## src/rtl/memory_access.sv

```systemverilog
// -----------------------------------------------------------------------------
// memory_access
//
// Memory stage of a simple pipeline. Non-memory instructions pass the ALU
// result through to WriteBack_data with one cycle of latency. Loads and
// stores go through a small IDLE -> BUSY -> DONE handshake with the data
// memory. An access to an address that is not word aligned is rejected
// without issuing a request.
//
// Optional feature (macro MEM_TIMEOUT_EN):
//   When defined, an access that stays in BUSY for TIMEOUT_CYCLES cycles
//   without mem_ack is aborted with err. When undefined, BUSY waits forever.
//
// Parameters:
//   TIMEOUT_CYCLES  BUSY cycles without mem_ack before abort (MEM_TIMEOUT_EN)
//
// Ports:
//   clk             clock, rising edge
//   rst             asynchronous active-high reset
//   ALU_result_in   ALU result; load/store address when data_mem_en_in=1
//   WriteData_in    store data
//   data_mem_en_in  current instruction accesses memory
//   mem_write_in    1 = store, 0 = load
//   mem_req         data-memory request (high for exactly the BUSY cycles)
//   mem_we          write enable, valid with mem_req
//   mem_addr        word address, valid with mem_req
//   mem_wdata       store data, valid with mem_req
//   mem_rdata       load data, valid with mem_ack
//   mem_ack         memory completion strobe
//   stall           hold upstream stages (combinational)
//   WriteBack_data  registered result for the register file
//   done            one-cycle pulse at memory-op completion
//   err             one-cycle pulse on a misaligned or aborted access
// -----------------------------------------------------------------------------
module memory_access #(
    parameter int TIMEOUT_CYCLES = 16
) (
    input  logic        clk,
    input  logic        rst,
    input  logic [31:0] ALU_result_in,
    input  logic [31:0] WriteData_in,
    input  logic        data_mem_en_in,
    input  logic        mem_write_in,
    output logic        mem_req,
    output logic        mem_we,
    output logic [31:0] mem_addr,
    output logic [31:0] mem_wdata,
    input  logic [31:0] mem_rdata,
    input  logic        mem_ack,
    output logic        stall,
    output logic [31:0] WriteBack_data,
    output logic        done,
    output logic        err
);

    localparam logic [1:0] IDLE = 2'd0;
    localparam logic [1:0] BUSY = 2'd1;
    localparam logic [1:0] DONE = 2'd2;

    localparam int              CNT_W     = $clog2(TIMEOUT_CYCLES + 1);
    localparam logic [CNT_W-1:0] CNT_LAST = CNT_W'(TIMEOUT_CYCLES - 1);

    logic [1:0]       state_q,   state_d;
    logic             mem_req_q, mem_req_d;
    logic             mem_we_q,  mem_we_d;
    logic [31:0]      addr_q,    addr_d;
    logic [31:0]      wdata_q,   wdata_d;
    logic [31:0]      wb_q,      wb_d;
    logic             done_q,    done_d;
    logic             err_q,     err_d;
    logic [CNT_W-1:0] cnt_q,     cnt_d;   // BUSY cycles already spent

    always_comb begin
        // NOTE: every signal gets a default first so no path leaves one
        // unassigned; that is what keeps this block from inferring latches.
        state_d   = state_q;
        mem_req_d = mem_req_q;
        mem_we_d  = mem_we_q;
        addr_d    = addr_q;
        wdata_d   = wdata_q;
        wb_d      = wb_q;
        cnt_d     = cnt_q;
        done_d    = 1'b0;
        err_d     = 1'b0;

        case (state_q)
            IDLE: begin
                if (!data_mem_en_in) begin
                    wb_d = ALU_result_in;
                end else if (ALU_result_in[1:0] != 2'b00) begin
                    // Misaligned: reject without touching the memory bus.
                    state_d = DONE;
                    wb_d    = '0;
                    done_d  = 1'b1;
                    err_d   = 1'b1;
                end else begin
                    state_d   = BUSY;
                    mem_req_d = 1'b1;
                    mem_we_d  = mem_write_in;
                    addr_d    = ALU_result_in;
                    wdata_d   = WriteData_in;
                    cnt_d     = '0;
                end
            end
            BUSY: begin
                // The ack is tested first so it wins over a timeout that
                // expires on the same cycle.
                if (mem_ack) begin
                    state_d   = DONE;
                    mem_req_d = 1'b0;
                    done_d    = 1'b1;
                    if (!mem_we_q) wb_d = mem_rdata;
`ifdef MEM_TIMEOUT_EN
                end else if (cnt_q == CNT_LAST) begin
                    state_d   = DONE;
                    mem_req_d = 1'b0;
                    wb_d      = '0;
                    done_d    = 1'b1;
                    err_d     = 1'b1;
`endif
                end else if (cnt_q != CNT_LAST) begin
                    cnt_d = cnt_q + 1'b1;
                end
            end
            DONE: begin
                state_d = IDLE;
            end
            default: begin
                state_d   = IDLE;
                mem_req_d = 1'b0;
            end
        endcase
    end

    always_ff @(posedge clk or posedge rst) begin
        if (rst) begin
            state_q   <= IDLE;
            mem_req_q <= 1'b0;
            mem_we_q  <= 1'b0;
            addr_q    <= '0;
            wdata_q   <= '0;
            wb_q      <= '0;
            done_q    <= 1'b0;
            err_q     <= 1'b0;
            cnt_q     <= '0;
        end else begin
            // NOTE: non-blocking assignments so every register samples the
            // pre-edge value of its neighbours, independent of statement order.
            state_q   <= state_d;
            mem_req_q <= mem_req_d;
            mem_we_q  <= mem_we_d;
            addr_q    <= addr_d;
            wdata_q   <= wdata_d;
            wb_q      <= wb_d;
            done_q    <= done_d;
            err_q     <= err_d;
            cnt_q     <= cnt_d;
        end
    end

    assign stall          = (state_q == BUSY) || ((state_q == IDLE) && data_mem_en_in);
    assign mem_req        = mem_req_q;
    assign mem_we         = mem_we_q;
    assign mem_addr       = addr_q;
    assign mem_wdata      = wdata_q;
    assign WriteBack_data = wb_q;
    assign done           = done_q;
    assign err            = err_q;

endmodule

```

## config.mk

```make
export PLATFORM = sky130hd
export DESIGN_NAME = memory_access
export DESIGN_NICKNAME = d
export VERILOG_FILES = /design/src/rtl/memory_access.sv
export SDC_FILE = /design/constraint.sdc
export NUM_CORES = 1
export LEC_CHECK = 0
export BUFFER_PORTS_ARGS = -buffer_cell sky130_fd_sc_hd__clkbuf_2
export CAP_MARGIN = 20
export CELL_PAD_IN_SITES_DETAIL_PLACEMENT = 0
export CELL_PAD_IN_SITES_GLOBAL_PLACEMENT = 2
export CORE_MARGIN = 3
export CORE_UTILIZATION = 32
export DETAILED_ROUTE_END_ITERATION = 8
export GPL_ROUTABILITY_DRIVEN = 0
export PLACE_DENSITY_LB_ADDON = 0.1
export SLEW_MARGIN = 20
export SYNTH_ARGS = -nofsm -noshare
export SYNTH_HDL_FRONTEND = slang
export SYNTH_SLANG_ARGS = --single-unit
```

## constraint.sdc

```tcl
create_clock -name clk -period 4.3 [get_ports clk]
set_input_delay 0.645 -clock clk [delete_from_list [all_inputs] [get_ports clk]]
set_output_delay 0.645 -clock clk [all_outputs]
set_load 0.005 [all_outputs]
```

## Yosys cells after proc, flatten, opt, wreduce, memory -nomap -nowiden

Index checks and enable logic that the tools add are counted.

| operators by class | value |
|---|---|
| equality and inequality tests | 7 |
| multiplexer cells | 18 |
| bitwise gates (word level) | 2 |
| reductions and logical operators | 9 |

Operator list:

| operator | count |
|---|---|
| $mux W32 | 4 |
| $pmux W32 S2 | 1 |
| $ne A2 B2 Y1 const B | 4 |
| $reduce_and A4 Y1 | 2 |
| $mux W1 | 7 |
| $mux W2 | 3 |
| $pmux W2 S2 | 1 |
| $reduce_bool A2 Y1 | 2 |
| $ne A3 B3 Y1 const B | 1 |
| $pmux W1 S3 | 1 |
| $reduce_and A3 Y1 | 1 |
| $eq A2 B1 Y1 const B | 1 |
| $eq A2 B2 Y1 const B | 1 |
| $logic_not A2 Y1 | 1 |
| $not A1 Y1 | 2 |
| $pmux W1 S2 | 1 |
| $reduce_and A2 Y1 | 1 |
| $logic_and A1 B1 Y1 | 1 |
| $logic_or A1 B1 Y1 | 1 |

| storage, ports and cells | value |
|---|---|
| register bits | 102 |
| input port bits | 101 |
| output and inout port bits | 101 |
| word-level logic and storage cells | 44 |

## Logic depth before layout (Yosys ltp)

| depth | value |
|---|---|
| depth after elaboration | 4 |
| mapped depth | 6 |
| gate-level depth less buffers | 3 |

## Least setup slack after synthesis

No wires, ideal clock.

| path | value |
|---|---|
| path type | input-to-reg |
| start | input data_mem_en_in |
| end | register wb_q[0] (netlist: WriteBack_data[0]) |
| library setup time | 125 ps |
| arrival time | 1604 ps |
| data required time | 4175 ps |
| slack | 2571 ps |
| stages | 4 |
| path buffers | 1 |
| path through | nor4b_4 a211oi_4 buf_6 mux2_4 |

| between the ends | value |
|---|---|
| cells in the longest elaborated chain, start to end | 2 |
| elaborated cells between the ends (all ways) | 4 |
| those cells by class | 1 x eq/ne; 2 x mux; 1 x reduce/logical |

Ends and longest elaborated chain:

| element | line | source |
|---|---|---|
| start, declared | 42 | `input logic data_mem_en_in,` |
| $ne A3 B3 Y1 (no line) or $mux W32 (tied branches) | n/a |  |
| $reduce_and A4 Y1 (no line) or $pmux W32 S2 (tied branches) | n/a |  |
| end signal, assigned | 154 | `wb_q <= wb_d;` |
| end, declared | 68 | `logic [31:0] wb_q, wb_d;` |

Several ways; a longest one is shown, not always the timed one.
A chain may end at the register's enable or synchronous reset.

## Worst setup path after layout

| path | value |
|---|---|
| start | register state_q[0] |
| end | register addr_q[25] (netlist: mem_addr[25]) |

| between the ends | value |
|---|---|
| cells in the longest elaborated chain, start to end | 2 |

Ends and longest elaborated chain:

| element | line | source |
|---|---|---|
| start, declared | 63 | `logic [1:0] state_q, state_d;` |
| start signal, assigned | 149 | `state_q <= state_d;` |
| $logic_not A2 Y1 | 86 | `case (state_q)` |
| $reduce_and A3 Y1 (no line) | n/a |  |
| end signal, assigned | 152 | `addr_q <= addr_d;` |
| end, declared | 66 | `logic [31:0] addr_q, addr_d;` |

Every way passes these cells.

==> flow_metrics.tcl <==
set metrics [dict create \
    post-cts-setup-buffers 0 \
    cts_resized 0 \
    cp_slowest_stage_delay_ns 0.76 \
    htreeDepth 3 \
    ys_ff_latch 102 \
    syn-num-nets 404 \
    start_kind "register" \
    diodes 0 \
    clockRootBuffer "clkbuf_16" \
    antenna_found_initial 0 \
    start_util_pct 33.4 \
    fmax_mhz 415 \
    setup.worst_path.class "register to register" \
    pwr-share-seq_pct 43.0 \
    core_area_um2 14900 \
    yosysUniqueCellTypes 21 \
    wl_per_cell_um 17.5 \
    die_h_um 131 \
    clk_pin_slew_worst_paths_ns 0.07 \
    fin_cells 691 \
    worstSetupPathDepth 4 \
    dieArea_um2 17100 \
    firstDrtPassIters 4 \
    power_density_nw_per_um2 490 \
    area_growth_pct 28.8 \
    fin_skew_ns 0.00892 \
    wirelength_mm 12.1 \
    irDropWorstVdd_uv 182 \
    place_area_um2 6040 \
    vias 3079 \
    grt_remaining_overflow 0 \
    portBuffers 201 \
    tightest_slew_ns 0.904 \
    postLayoutCellArea_um2 6400 \
    synth_area_per_cell_um2 16.4 \
    slew_headroom_pct 39.7 \
    reg2reg_to "mem_addr[25]" \
    grt_pass1_wl_mm 18.2 \
    io_pins 202 \
    yosysWarnings 0 \
    clock_latency_ns 0.35 \
    crit-reg2reg-launch "state_q[0]" \
    final_cell_mix "201 x clkbuf_2, 108 x mux2_4, 102 x dfrtp_1, 32 x nor2b_1, 19 x mux2_2" \
    hpwl_mm 8.34 \
    placed_cells 674 \
    hold_buffers 0 \
    finalCriticalPeriod_ns 2.41 \
    crit_fanout 51 \
    critical_path_required_ns 4.53 \
    drv_slew 0 \
    worst_setup_path_end_kind "register" \
    setup_violations 0 \
    reg2regPathDepth 4 \
    n_fill_cell 1412 \
    p_int_mw 2.30 \
    layout_worst_path_cycle_share_pct 56.0 \
    p_sw_uw 838 \
    seq_area_frac_synth_pct 51.4 \
    grt.total_usage_pct 14.1 \
    rows 44 \
    switching_share_pct 26.7 \
    cts_tree "yes" \
    synthCells 303 \
    startpoint "state_q[0]" \
    cts.path.max_buffers 2 \
    critical_path.endpoint "mem_addr[25]" \
    rrSetupSlack_ns 1.89 \
    drc 0 \
    power.leakage_nw 3.52 \
    finalSetupTns_ns 0 \
    grt_pass1_vias 3227 \
    hold_viol_final 0 \
    grt_max_degree 76 \
    critical_path.slowest_cell "buf_4" \
    critical_path.cell_chain "nor3b_2 -> nand2_4 -> buf_4 -> mux2_2" \
    final_common_cell "clkbuf_2" \
    nets 603 \
    multiInputGateArea_um2 2200 \
    syn_area_um2 4970 \
    vias_per_cell 4.46 \
    status "completed" \
    die_x_um 131 \
    regArea_um2 2550 \
    arrival_ns 2.64 \
    drv_cap 0 \
    postRouteAntennaNets 0 \
    cts_made_buffers 9 \
    p_clk_share_pct 29.0 \
    p_comb_share_pct 28.0 \
    critPathBufInv 1 \
    cts_sinks 102 \
    hold_path.class "primary input to async pin" \
    cp_top_family "buffers and inverters" \
    rsz0062_at_grt "false" \
    drive_gt1_share_pct 70.4 \
    drt_iter0_markers 84 \
]
==> synth_stat cells <==
cell type  number  area share [%]
inv_1           3            0.23
clkbuf_1        2            0.15
nor2b_1        32             4.0
a211oi_4        1            0.40
buf_2           2            0.20
dfrtp_1       102              51
nand2_1         2            0.15
and2b_1         1            0.15
nor4b_4         1            0.48
buf_6          12             2.7
nor3b_2         1            0.25
o22ai_1         1            0.13
or3b_2          1            0.18
a21oi_1         4            0.40
mux2_2         19             4.3
mux2_4        108              33
buf_12          3             1.2
nor2_1          4            0.30
and2_1          2            0.25
nand2b_4        1            0.28
a21o_1          1            0.15
==> sequential cells by signal (all words and copies together), names as in the netlist <==
signal	flops
WriteBack_data	32
mem_wdata	32
err	1
mem_we	1
done	1
mem_req	1
mem_addr	32
state_q	2
==> layer usage <==
metal | track usage [%] | share of wire, % | vias to the layer above
li1 | - | - | 1443
met1 | 17.3 | 43 | 1502
met2 | 23.1 | 47 | 124
met3 | 5.77 | 8.5 | 10
met4 | 3.63 | 1.3 | 0
met5 | 0 | 0 | -
==> worst min path at each step <==
stage               depth (start not counted)             to  slack [ns]
floorplan                                   1    mem_addr[0]        0.48
global placement                            1    mem_addr[1]        0.47
detailed placement                          1    mem_addr[0]        0.47
CTS                                         1    mem_addr[1]        0.49
global route                                2  mem_wdata[25]        0.26
finish                                      2  mem_wdata[25]        0.25
==> through the flow <==
step	total power [mW]	hold slack (ns)	setup WS, ns	utilization (%)
2_1_floorplan	1.88	0.478	0.980	-
3_3_place_gp	2.25	0.468	1.75	40.6
3_5_place_dp	2.26	0.474	1.72	40.6
4_1_cts	3.19	0.492	1.87	42.9
5_1_grt	3.33	0.257	1.77	43.0
6_report	3.14	0.251	1.89	43.0
==> final cells by class <==
| cell class | count | share of cell area (%) |
|---|---|---|
| Sequential cell | 102 | 39.9 |
| Multi-Input combinational cell | 179 | 34.4 |
| Timing Repair Buffer | 207 | 16.7 |
| Clock buffer | 10 | 3.74 |
| Tap cell | 184 | 3.60 |
| Clock inverter | 6 | 1.45 |
| Inverter | 3 | 0.215 |
==> power by group through the flow <==
stage | Combinational, mW | Sequential (mW) | Clock [mW]
5_1_grt | 0.963 | 1.38 | 0.978
3_5_place_dp | 0.895 | 1.36 | 0
6_report | 0.878 | 1.35 | 0.911
3_3_place_gp | 0.889 | 1.37 | 0
4_1_cts | 0.898 | 1.35 | 0.944
2_1_floorplan | 0.511 | 1.37 | 0
==> logic make-up after synthesis <==
group,count (synthesis),share of synthesized area (%)
flip-flops,102,51.4
buffers and inverters,22,4.51
AND/OR/NAND/NOR,45,6.07
multiplexers,127,37.0
AO/OA/AOI/OAI,7,1.08
No activity file was read; power rests on OpenSTA's default activity.
